==> config.mk <==
export PLATFORM = sky130hd
export DESIGN_NAME = rr_mux_arbiter
export DESIGN_NICKNAME = d
export VERILOG_FILES = /design/src/rtl/rr_mux_arbiter.sv
export SDC_FILE = /design/constraint.sdc
export NUM_CORES = 1
export LEC_CHECK = 0
export BUFFER_PORTS_ARGS = -buffer_cell sky130_fd_sc_hd__buf_2
export CORE_MARGIN = 2
export CORE_UTILIZATION = 50
export DETAILED_ROUTE_END_ITERATION = 8
export PLACE_DENSITY = 0.89
export SYNTH_ARGS = -nofsm -noshare
export SYNTH_HDL_FRONTEND = slang
export SYNTH_SLANG_ARGS = --single-unit
export TNS_END_PERCENT = 50
==> constraint.sdc <==
create_clock -name clk -period 5.55 [get_ports clk]
set_input_delay 1.11 -clock clk [delete_from_list [all_inputs] [get_ports clk]]
set_output_delay 1.11 -clock clk [all_outputs]
set_load 0.02 [all_outputs]
==> src/rtl/rr_mux_arbiter.sv <==
// rr_mux_arbiter: round-robin 4:1 request mux feeding a one-entry registered output stage
// Ports: clk, reset (async, active high)
//        req[3:0], in0..in3      requester side; in_i held stable until grant[i]
//        grant[3:0]              one-hot pulse, the cycle after in_i was captured
//        select, out_data        index and data of the held transfer
//        out_valid, out_ready    output handshake
//        xfer_count              completed output handshakes, modulo 256
module rr_mux_arbiter #(
  parameter int WIDTH = 4
) (
  input  logic             clk,
  input  logic             reset,
  input  logic [3:0]       req,
  input  logic [WIDTH-1:0] in0,
  input  logic [WIDTH-1:0] in1,
  input  logic [WIDTH-1:0] in2,
  input  logic [WIDTH-1:0] in3,
  output logic [3:0]       grant,
  output logic [1:0]       select,
  output logic             out_valid,
  input  logic             out_ready,
  output logic [WIDTH-1:0] out_data,
  output logic [7:0]       xfer_count
);
  typedef enum logic {EMPTY, FULL} state_t;
  state_t           r_state, w_state_nxt;
  logic [1:0]       r_ptr, r_sel, w_win, w_off;
  logic [7:0]       w_dbl, r_cnt;
  logic [3:0]       w_rot, r_grant;
  logic             w_load, w_take;
  logic [WIDTH-1:0] r_data, w_in;
  assign w_take = (r_state == FULL) && out_ready;
  assign w_load = ((r_state == EMPTY) || out_ready) && (|req);
  // Rotate the request vector so bit 0 is the line at ptr; the lowest set bit
  // of the rotated vector is the winner's offset from ptr.
  assign w_dbl = {req, req} >> r_ptr;
  assign w_rot = w_dbl[3:0];
  assign w_off = w_rot[0] ? 2'd0 : w_rot[1] ? 2'd1 : w_rot[2] ? 2'd2 : 2'd3;
  assign w_win = r_ptr + w_off;
  assign w_in  = (w_win == 2'd0) ? in0 : (w_win == 2'd1) ? in1 : (w_win == 2'd2) ? in2 : in3;
  always_ff @(posedge clk or posedge reset) begin
    if (reset) r_state <= EMPTY;
    else       r_state <= w_state_nxt;
  end
  always_comb begin
    w_state_nxt = w_load ? FULL : w_take ? EMPTY : r_state;
  end
  always_ff @(posedge clk or posedge reset) begin
    if (reset) begin
      r_data  <= '0;
      r_sel   <= 2'd0;
      r_ptr   <= 2'd0;
      r_grant <= 4'd0;
      r_cnt   <= 8'd0;
    end else begin
      r_grant <= w_load ? (4'd1 << w_win) : 4'd0;
      if (w_take) r_cnt <= r_cnt + 8'd1;
      if (w_load) begin
        r_data <= w_in;
        r_sel  <= w_win;
        r_ptr  <= w_win + 2'd1;
      end
    end
  end
  always_comb begin
    out_valid  = (r_state == FULL);
    out_data   = r_data;
    select     = r_sel;
    grant      = r_grant;
    xfer_count = r_cnt;
  end
endmodule

Yosys cells after proc, flatten, opt, wreduce, memory -nomap -nowiden
Index checks and enable logic that the tools add are counted.

Register bits after elaboration: 21. Output and inout bits: 19. Logic and storage cells: 29.

Add/subtract/negate cells: 3. Eq/ne operators: 2. Shift-type cells: 2. Multiplexer cells: 9. Bitwise gates (word level): 1. Reductions and logical operators: 6.

Operator list (count): $mux W4 (4); $add A8 B1 Y8 const B (1); $shr A8 B2 Y3 (1); $mux W2 (2); $reduce_or A4 Y1 (1); $shl A1 B2 Y4 const A (1); $mux W1 (3); $add A2 B1 Y2 const B (1); $add A2 B2 Y2 (1); $eq A2 B1 Y1 const B (1); $eq A2 B2 Y1 const B (1); $logic_and A1 B1 Y1 (2); $logic_not A2 Y1 (1); $reduce_bool A2 Y1 (1); $logic_or A1 B1 Y1 (1); $not A1 Y1 (1).

Depth between registers and ports, before layout
Gate-level depths: netlist of the first run.

Word-level depth: 9. Gate-level depth with buffers: 16. Depth with buffers taken out: 14.

Worst setup path before layout of the first run
OpenSTA, ideal clock, no wires.

Path kind: input -> register. From: in req[3]. To: reg r_data[0] (netlist: out_data[0]). Library setup time: 0.077 ns. Data arrival time: 3.166 ns. Data required time: 5.473 ns. Path slack: 2.307 ns. Cell stages on the path: 13. Cell sequence: a21boi_0 o22a_1 a21oi_1 ha_1 or3_1 a211oi_1 a211oi_2 ha_1 clkbuf_1 mux2i_1 o21ai_0 mux2i_1 a21oi_1.

Word-level cells in the longest chain between the ends: 9. Elaborated cells between the ends (all ways): 13. Those cells by class: add/sub (1); eq/ne (2); shift (1); mux (6); reduce/logical (3).

Ends and longest elaborated chain: start, declared (line 13) `input logic [3:0] req,`; $shr A8 B2 Y3 * (line 36) `assign w_dbl = {req, req} >> r_ptr;`; $mux W1 (line 38) `assign w_off = w_rot[0] ? 2'd0 : w_rot[1] ? 2'd1 : w_rot[2] ? 2'd2 : 2'd3;`; $mux W2 (line 38); $mux W2 * (line 38); $add A2 B2 Y2 * (line 39) `assign w_win = r_ptr + w_off;`; via w_win[1] (line 27) `logic [1:0] r_ptr, r_sel, w_win, w_off;`; $eq A2 B2 Y1 (line 40) `assign w_in = (w_win == 2'd0) ? in0 : (w_win == 2'd1) ? in1 : (w_win == 2'd2) ? in2 : in3;`; $mux W4 (2 in series) (line 40); $mux W4 * (line 40); end signal, assigned (line 59) `r_data <= w_in;`; end, declared (line 31) `logic [WIDTH-1:0] r_data, w_in;`.

The timed path passes the listed nets; every way through them passes the cells marked *. A chain may end at the register's enable or synchronous reset.

Worst setup path after layout of the first run
From: in req[3]. To: reg r_data[3] (netlist: out_data[3]).

Same word-level chain as after synthesis.

==> impl_metrics.json, run 1 <==
{
  "p_sw_mw": 0.377,
  "fmax_ghz": 0.303,
  "setup_slack_ns": 2.25,
  "finalHoldViolCount": 0,
  "hold_end": "xfer_count[7]$_DFFE_PP0P_",
  "die-width_microns": 51.9,
  "dp.cells": 178,
  "grt_start_max_net_pins": 22,
  "tritoncts": "yes",
  "synth_area_sq_mm": 0.00114,
  "drt.antenna.violating_nets": 0,
  "grt_pass1_wl_mm": 3.71,
  "synth_most_common_cell": "dfrtp_1",
  "worst-r2r-cell-count": 13,
  "vias": 950,
  "avgSynthCellArea_sq_um": 10.0,
  "async_reset_ff_frac": 1.00,
  "fin_tns_setup_ns": 0,
  "layout.cells.non_filler": 182,
  "design.portCount": 42,
  "synth_top_cells_by_count": "21 x dfrtp_1, 10 x nand2_1, 9 x mux2i_1",
  "worst_ir_drop_vdd_mv": 0.319,
  "cts_resized": 0,
  "synth_edf_count": 0,
  "wirelength_mm": 2.24,
  "cts_buffer_depth": 2,
  "grt_pass1_vias": 869,
  "drt_iter0_drc": 15,
  "synth_warnings": 0,
  "core_sq_mm": 0.00219,
  "drv_cap": 0,
  "worstPathArrival_ns": 3.49,
  "p_per_area_mw_per_mm2": 600,
  "slew_headroom": 0.487,
  "grt_use_total": 0.190,
  "syn2layout_area_growth_pct": 21.2,
  "tightestPinTransition_ns": 0.769,
  "synth_cells": 114,
  "gp_congestion": 0.767,
  "reg2reg_slack_ns": 2.59,
  "setup_viol": 0,
  "r2r_start": "r_ptr[1]$_DFFE_PP0P_",
  "maxSlewViolCount": 0,
  "status": "finished clean",
  "dp_hpwl_mm": 1.77,
  "swShare": 0.453,
  "clock_latency_ns": 0.32,
  "path_clk_slew_ns": 0.13,
  "comb_power_share": 0.574,
  "vias_per_cell": 5.22,
  "p_leak_nw": 0.702,
  "fill_cells": 195,
  "drive_above_1_share": 0.331,
  "clkSinkCount": 21,
  "ys_ff_latch": 21,
  "p_int_mw": 0.456,
  "yosys.area.top_type_share": 0.459,
  "rsz0062_at_grt": "no",
  "clkPwrFrac": 0.093,
  "startpoint_type": "input port",
  "initial_core_util": 0.523,
  "yosys.area.top_type": "dfrtp_1",
  "drt_pass1_iterations": 4,
  "end_kind": "flip-flop",
  "grt_overflow": 0,
  "port_buffers": 41,
  "pre_cts_slack_ns": 1.91,
  "cts-htree-levels": 1,
  "syn_nets": 143,
  "n_antenna_cell": 0,
  "synth-seq-area-share": 0.459,
  "hp-start": "xfer_count[7]$_DFFE_PP0P_",
  "path_class": "in2reg",
  "rows": 17,
  "hold_depth": 1,
  "antenna_found_initial": 0,
  "nets": 184,
  "synth_ff_type": "dfrtp_1",
  "finClkSkew_ns": 0.0165,
  "ctsHoldBuffers": 0,
  "root_buffer": "clkbuf_4",
  "drc": 0,
  "min_period_over_period": 0.595,
  "r2r_end": "out_data[3]$_DFFE_PP0P_",
  "post_drt_wl_per_cell_microns": 12.3,
  "cp_max_fo": 8,
  "power_frac_seq": 0.333,
  "worstPathRequired_ns": 5.74,
  "ys_top_cells_by_area": "dfrtp_1 46%, mux2i_1 7.9%, ha_1 6.6%, a21oi_1 3.5%, o21ai_0 3.5%",
  "dieArea_sq_mm": 0.00269,
  "fin_crit_ns": 3.30,
  "die_height_microns": 51.9,
  "hold_path_class": "reg2reg",
  "cts_buffers": 3,
  "cts_setup_buffers": 0,
  "ys_types": 30
}
how the worst max path moves through the flow:
stage / startpoint / end / cells past startpoint
after detailed placement: req[3] / out_data[2]$_DFFE_PP0P_ / 13
final: req[3] / out_data[3]$_DFFE_PP0P_ / 13
after CTS: req[3] / out_data[3]$_DFFE_PP0P_ / 13
after global placement: req[3] / out_data[2]$_DFFE_PP0P_ / 14
after global routing: req[3] / out_data[3]$_DFFE_PP0P_ / 13
after floorplan: req[3] / out_data[0]$_DFFE_PP0P_ / 13
layer usage:
metal  part of all wire  global-route usage  routed length (microns)  up-vias
li1                   -                   -                        -      470
met1               0.44               0.235                      977      432
met2               0.48               0.312                     1070       43
met3              0.070              0.0374                      158        5
met4              0.018              0.0965                       40        0
met5                  0                   0                        0        -
layout by cell type, fill, tap and decap left out, types with 2 or more instances in the layout:
cell / n
xnor2_1: 4
nor3_1: 2
nor2_1: 8
inv_1: 7
o21ai_0: 8
buf_2: 41
xor2_1: 3
a21oi_1: 8
mux2i_1: 9
clkbuf_4: 3
nand2_1: 10
mux2_2: 2
ha_1: 6
nand3_1: 4
a211oi_1: 2
dfrtp_1: 21
and2_1: 4
flip-flops by register name (all words and copies together) (netlist names):
name,flops
grant,4
out_data,4
out_valid,1
r_ptr,2
select,2
xfer_count,8
logic make-up after synthesis:
kind of cell / share of synthesized area
flops: 0.459
xor+xnor: 0.0536
simple gates: 0.136
compound gates: 0.128
fa+ha+maj: 0.0656
mux: 0.111
buf+inv: 0.0470
critical path, cell delays in order:
cell	delay (ns)
buf_2	0.14
a21boi_0	0.22
o22a_1	0.16
a21oi_1	0.06
ha_1	0.25
or3_1	0.34
a211oi_1	0.28
a211oi_2	0.12
ha_1	0.30
mux2i_1	0.18
o21ai_0	0.09
mux2i_1	0.16
a21oi_1	0.08
metrics by stage:
step / hold slack, ns / cell area, sq um / power, mW / util
5_1_grt: 0.517 / 1390 / 0.907 / 0.633
3_5_place_dp: 0.459 / 1360 / 0.764 / 0.620
6_report: 0.480 / 1390 / 0.833 / 0.633
3_3_place_gp: 0.457 / 1360 / 0.738 / 0.620
2_1_floorplan: 0.579 / 1140 / 0.638 / -
4_1_cts: 0.481 / 1390 / 0.841 / 0.633
power groups by stage:
stage | logic [mW] | registers [mW] | clock network, mW
global placement | 0.462 | 0.276 | 0
detailed placement | 0.484 | 0.280 | 0
CTS | 0.485 | 0.277 | 0.0794
floorplan | 0.300 | 0.338 | 0
finish | 0.478 | 0.277 | 0.0774
global route | 0.533 | 0.287 | 0.0875
layout make-up:
type,count,area (sq um),share of cell area
inverter,7,26.3,0.0189
tap,28,35.0,0.0252
clock inverter,1,7.51,0.00541
timing repair buffer,41,205,0.148
sequential,21,526,0.379
multi-input combinational,81,566,0.408
clock buffer,3,22.5,0.0162
No activity file was read; power rests on OpenSTA's default activity.
==> run 2, diff against run 1 <==
- ABC_AREA: not set -> 1
- CORE_UTILIZATION: 50 -> 43
- PLACE_DENSITY: 0.89 -> 0.82
- clock period: 5.55 -> 2.75 ns (I/O delays scaled with it)
==> run 2 against run 1 <==
Sequential share of layout area shrank 0.51 points. Clock skew down 0.010 ns. Power rose by 110%. Non-clock buffer count is the same. Critical path type is now reg2reg. Highest routed layer is now met3. Via count up 13%. Global-route usage is 2.5 points lower. Hold slack lost 0.11 ns.
==> impl_metrics.json, run 2 <==
{
  "status": "finished clean",
  "finClkSkew_ns": 0.00631,
  "finalHoldViolCount": 0,
  "path_class": "reg2reg",
  "initial_core_util": 0.458,
  "nets": 216,
  "drt_pass1_iterations": 4,
  "synth_area_sq_mm": 0.00115,
  "rows": 18,
  "post_drt_wl_per_cell_microns": 11.1,
  "cts-htree-levels": 1,
  "final_common_cell": "buf_2",
  "worstPathRequired_ns": 2.99,
  "grt_pass1_wl_mm": 4.26,
  "path_clk_slew_ns": 0.12,
  "hold_ws_ns": 0.367,
  "slew_headroom": 0.475,
  "dp_hpwl_mm": 1.91,
  "setup_slack_ns": 0.401,
  "synth_most_common_cell": "nand2_1",
  "fill_cells": 255,
  "grt_overflow": 0,
  "cts_buffers": 3,
  "tightestPinTransition_ns": 0.786,
  "grt_use_total": 0.165,
  "drive_above_1_share": 0.280,
  "design.portCount": 42,
  "drt.antenna.violating_nets": 0,
  "largest_register_ffs": 8,
  "antenna_found_initial": 0,
  "yosys.area.top_type": "dfrtp_1",
  "dieArea_sq_mm": 0.00312,
  "die_height_microns": 55.8,
  "vias": 1069,
  "startpoint_type": "flip-flop",
  "ys_top_cells_by_area": "dfrtp_1 46%, nand2_1 12%, ha_1 6.5%, inv_1 5.5%, nor2_1 4.9%",
  "p_leak_nw": 0.802,
  "fmax_ghz": 0.426,
  "root_buffer": "clkbuf_4",
  "n_antenna_cell": 0,
  "worst_ir_drop_vdd_mv": 0.969,
  "ctsHoldBuffers": 0,
  "use_met1": 0.201,
  "fin_crit_ns": 2.35,
  "synth_warnings": 0,
  "ys_ff_latch": 21,
  "synth_cells": 143,
  "pre_cts_slack_ns": 0.257,
  "core_sq_mm": 0.00252,
  "setup_viol": 0,
  "worst-r2r-cell-count": 15,
  "wirelength_mm": 2.39,
  "vias_per_cell": 4.95,
  "clkSinkCount": 21,
  "maxSlewViolCount": 0,
  "worstPathArrival_ns": 2.58,
  "min_period_over_period": 0.854,
  "utilization": 0.558,
  "synth_ff_type": "dfrtp_1",
  "synth_edf_count": 0,
  "grt_use_met3": 0.0488,
  "end_kind": "flip-flop",
  "cts_setup_buffers": 0,
  "ys_types": 21,
  "gp_congestion": 0.799,
  "dpl_cell_area_sq_mm": 0.00138,
  "grt_start_max_net_pins": 22,
  "clock_latency_ns": 0.30,
  "synth-seq-area-share": 0.455,
  "async_reset_ff_frac": 1.00,
  "avgSynthCellArea_sq_um": 8.08,
  "gr-max-usage-layer": "met2",
  "post-route-cell-area_sq_mm": 0.00141,
  "cts_buffer_depth": 2,
  "yosys.area.top_type_share": 0.455,
  "cp_max_fo": 9,
  "syn2layout_area_growth_pct": 21.8,
  "p_per_area_mw_per_mm2": 1230,
  "hold_path_class": "in2async",
  "die-width_microns": 55.8,
  "drv_cap": 0,
  "syn_nets": 172,
  "port_buffers": 41,
  "drt_iter0_drc": 17,
  "synth_top_cells_by_count": "37 x nand2_1, 21 x dfrtp_1, 17 x inv_1, 15 x nor2_1, 10 x nand3_1",
  "final_cell_mix": "41 x buf_2, 37 x nand2_1, 21 x dfrtp_1",
  "cts_resized": 0,
  "tritoncts": "yes",
  "drc": 0,
  "grt_pass1_vias": 1042,
  "gr-usage-met2": 0.299,
  "rsz0062_at_grt": "no",
  "fin_tns_setup_ns": 0
}
[run 2: cell families (layout without fill, tap and decap cells)]
family	Yosys count	in the layout	synth area share
simple gates	68	68	0.248
buf+inv	22	65	0.0813
flops	21	21	0.455
compound gates	19	19	0.0975
xor+xnor	7	7	0.0531
fa+ha+maj	6	6	0.0650
[run 2: through the flow]
step	cells	total power, mW
floorplan	143	1.33
global placement	212	1.56
detailed placement	212	1.59
CTS	216	1.74
global route	216	1.91
finish	216	1.73
[run 2: worst paths after layout]
check | slack (ns) | startpoint | endpoint
min | 0.37 | reset | grant[0]$_DFF_PP0_
max in group asynchronous | 1.89 | reset | xfer_count[7]$_DFFE_PP0P_
min in group clk | 0.50 | xfer_count[6]$_DFFE_PP0P_ | xfer_count[6]$_DFFE_PP0P_
max reg2reg | 0.40 | r_ptr[0]$_DFFE_PP0P_ | out_data[1]$_DFFE_PP0P_
max | 0.40 | r_ptr[0]$_DFFE_PP0P_ | out_data[1]$_DFFE_PP0P_
min reg2reg | 0.50 | xfer_count[6]$_DFFE_PP0P_ | xfer_count[6]$_DFFE_PP0P_
[run 2: critical path, cell delays in order, from the launching register on]
cell and delay [ns]:
dfrtp_1 0.50, nand2_1 0.13, o21ai_2 0.07, o21ai_0 0.13
o21ai_0 0.10, ha_1 0.21, inv_1 0.06, nand3_1 0.09
nand2_1 0.12, inv_1 0.08, ha_1 0.25, inv_1 0.15
nand2_1 0.07, nand3_1 0.07, o211ai_1 0.10, a21oi_1 0.15
[run 2: where the power goes]
group / switching [mW] / internal (mW) / total (mW)
logic: 0.656 / 0.387 / 1.04
registers: 0.102 / 0.434 / 0.536
clock network: 0.0949 / 0.0543 / 0.149
total: 0.853 / 0.875 / 1.73
[run 2: area by class of cell]
cell class | instances | area (sq um) | area share
Inverter | 20 | 75.1 | 0.0534
Tap cell | 30 | 37.5 | 0.0267
Clock inverter | 1 | 5.00 | 0.00356
Multi-Input combinational cell | 100 | 536 | 0.381
Timing Repair Buffer | 41 | 205 | 0.146
Sequential cell | 21 | 526 | 0.374
Clock buffer | 3 | 22.5 | 0.0160
[run 2: per-layer routing]
metal	routed length [microns]	part of all wire	vias up
met5	0	0	-
met4	0	0	0
met3	142	0.059	0
met2	1140	0.48	29
met1	1110	0.47	503
li1	-	-	537
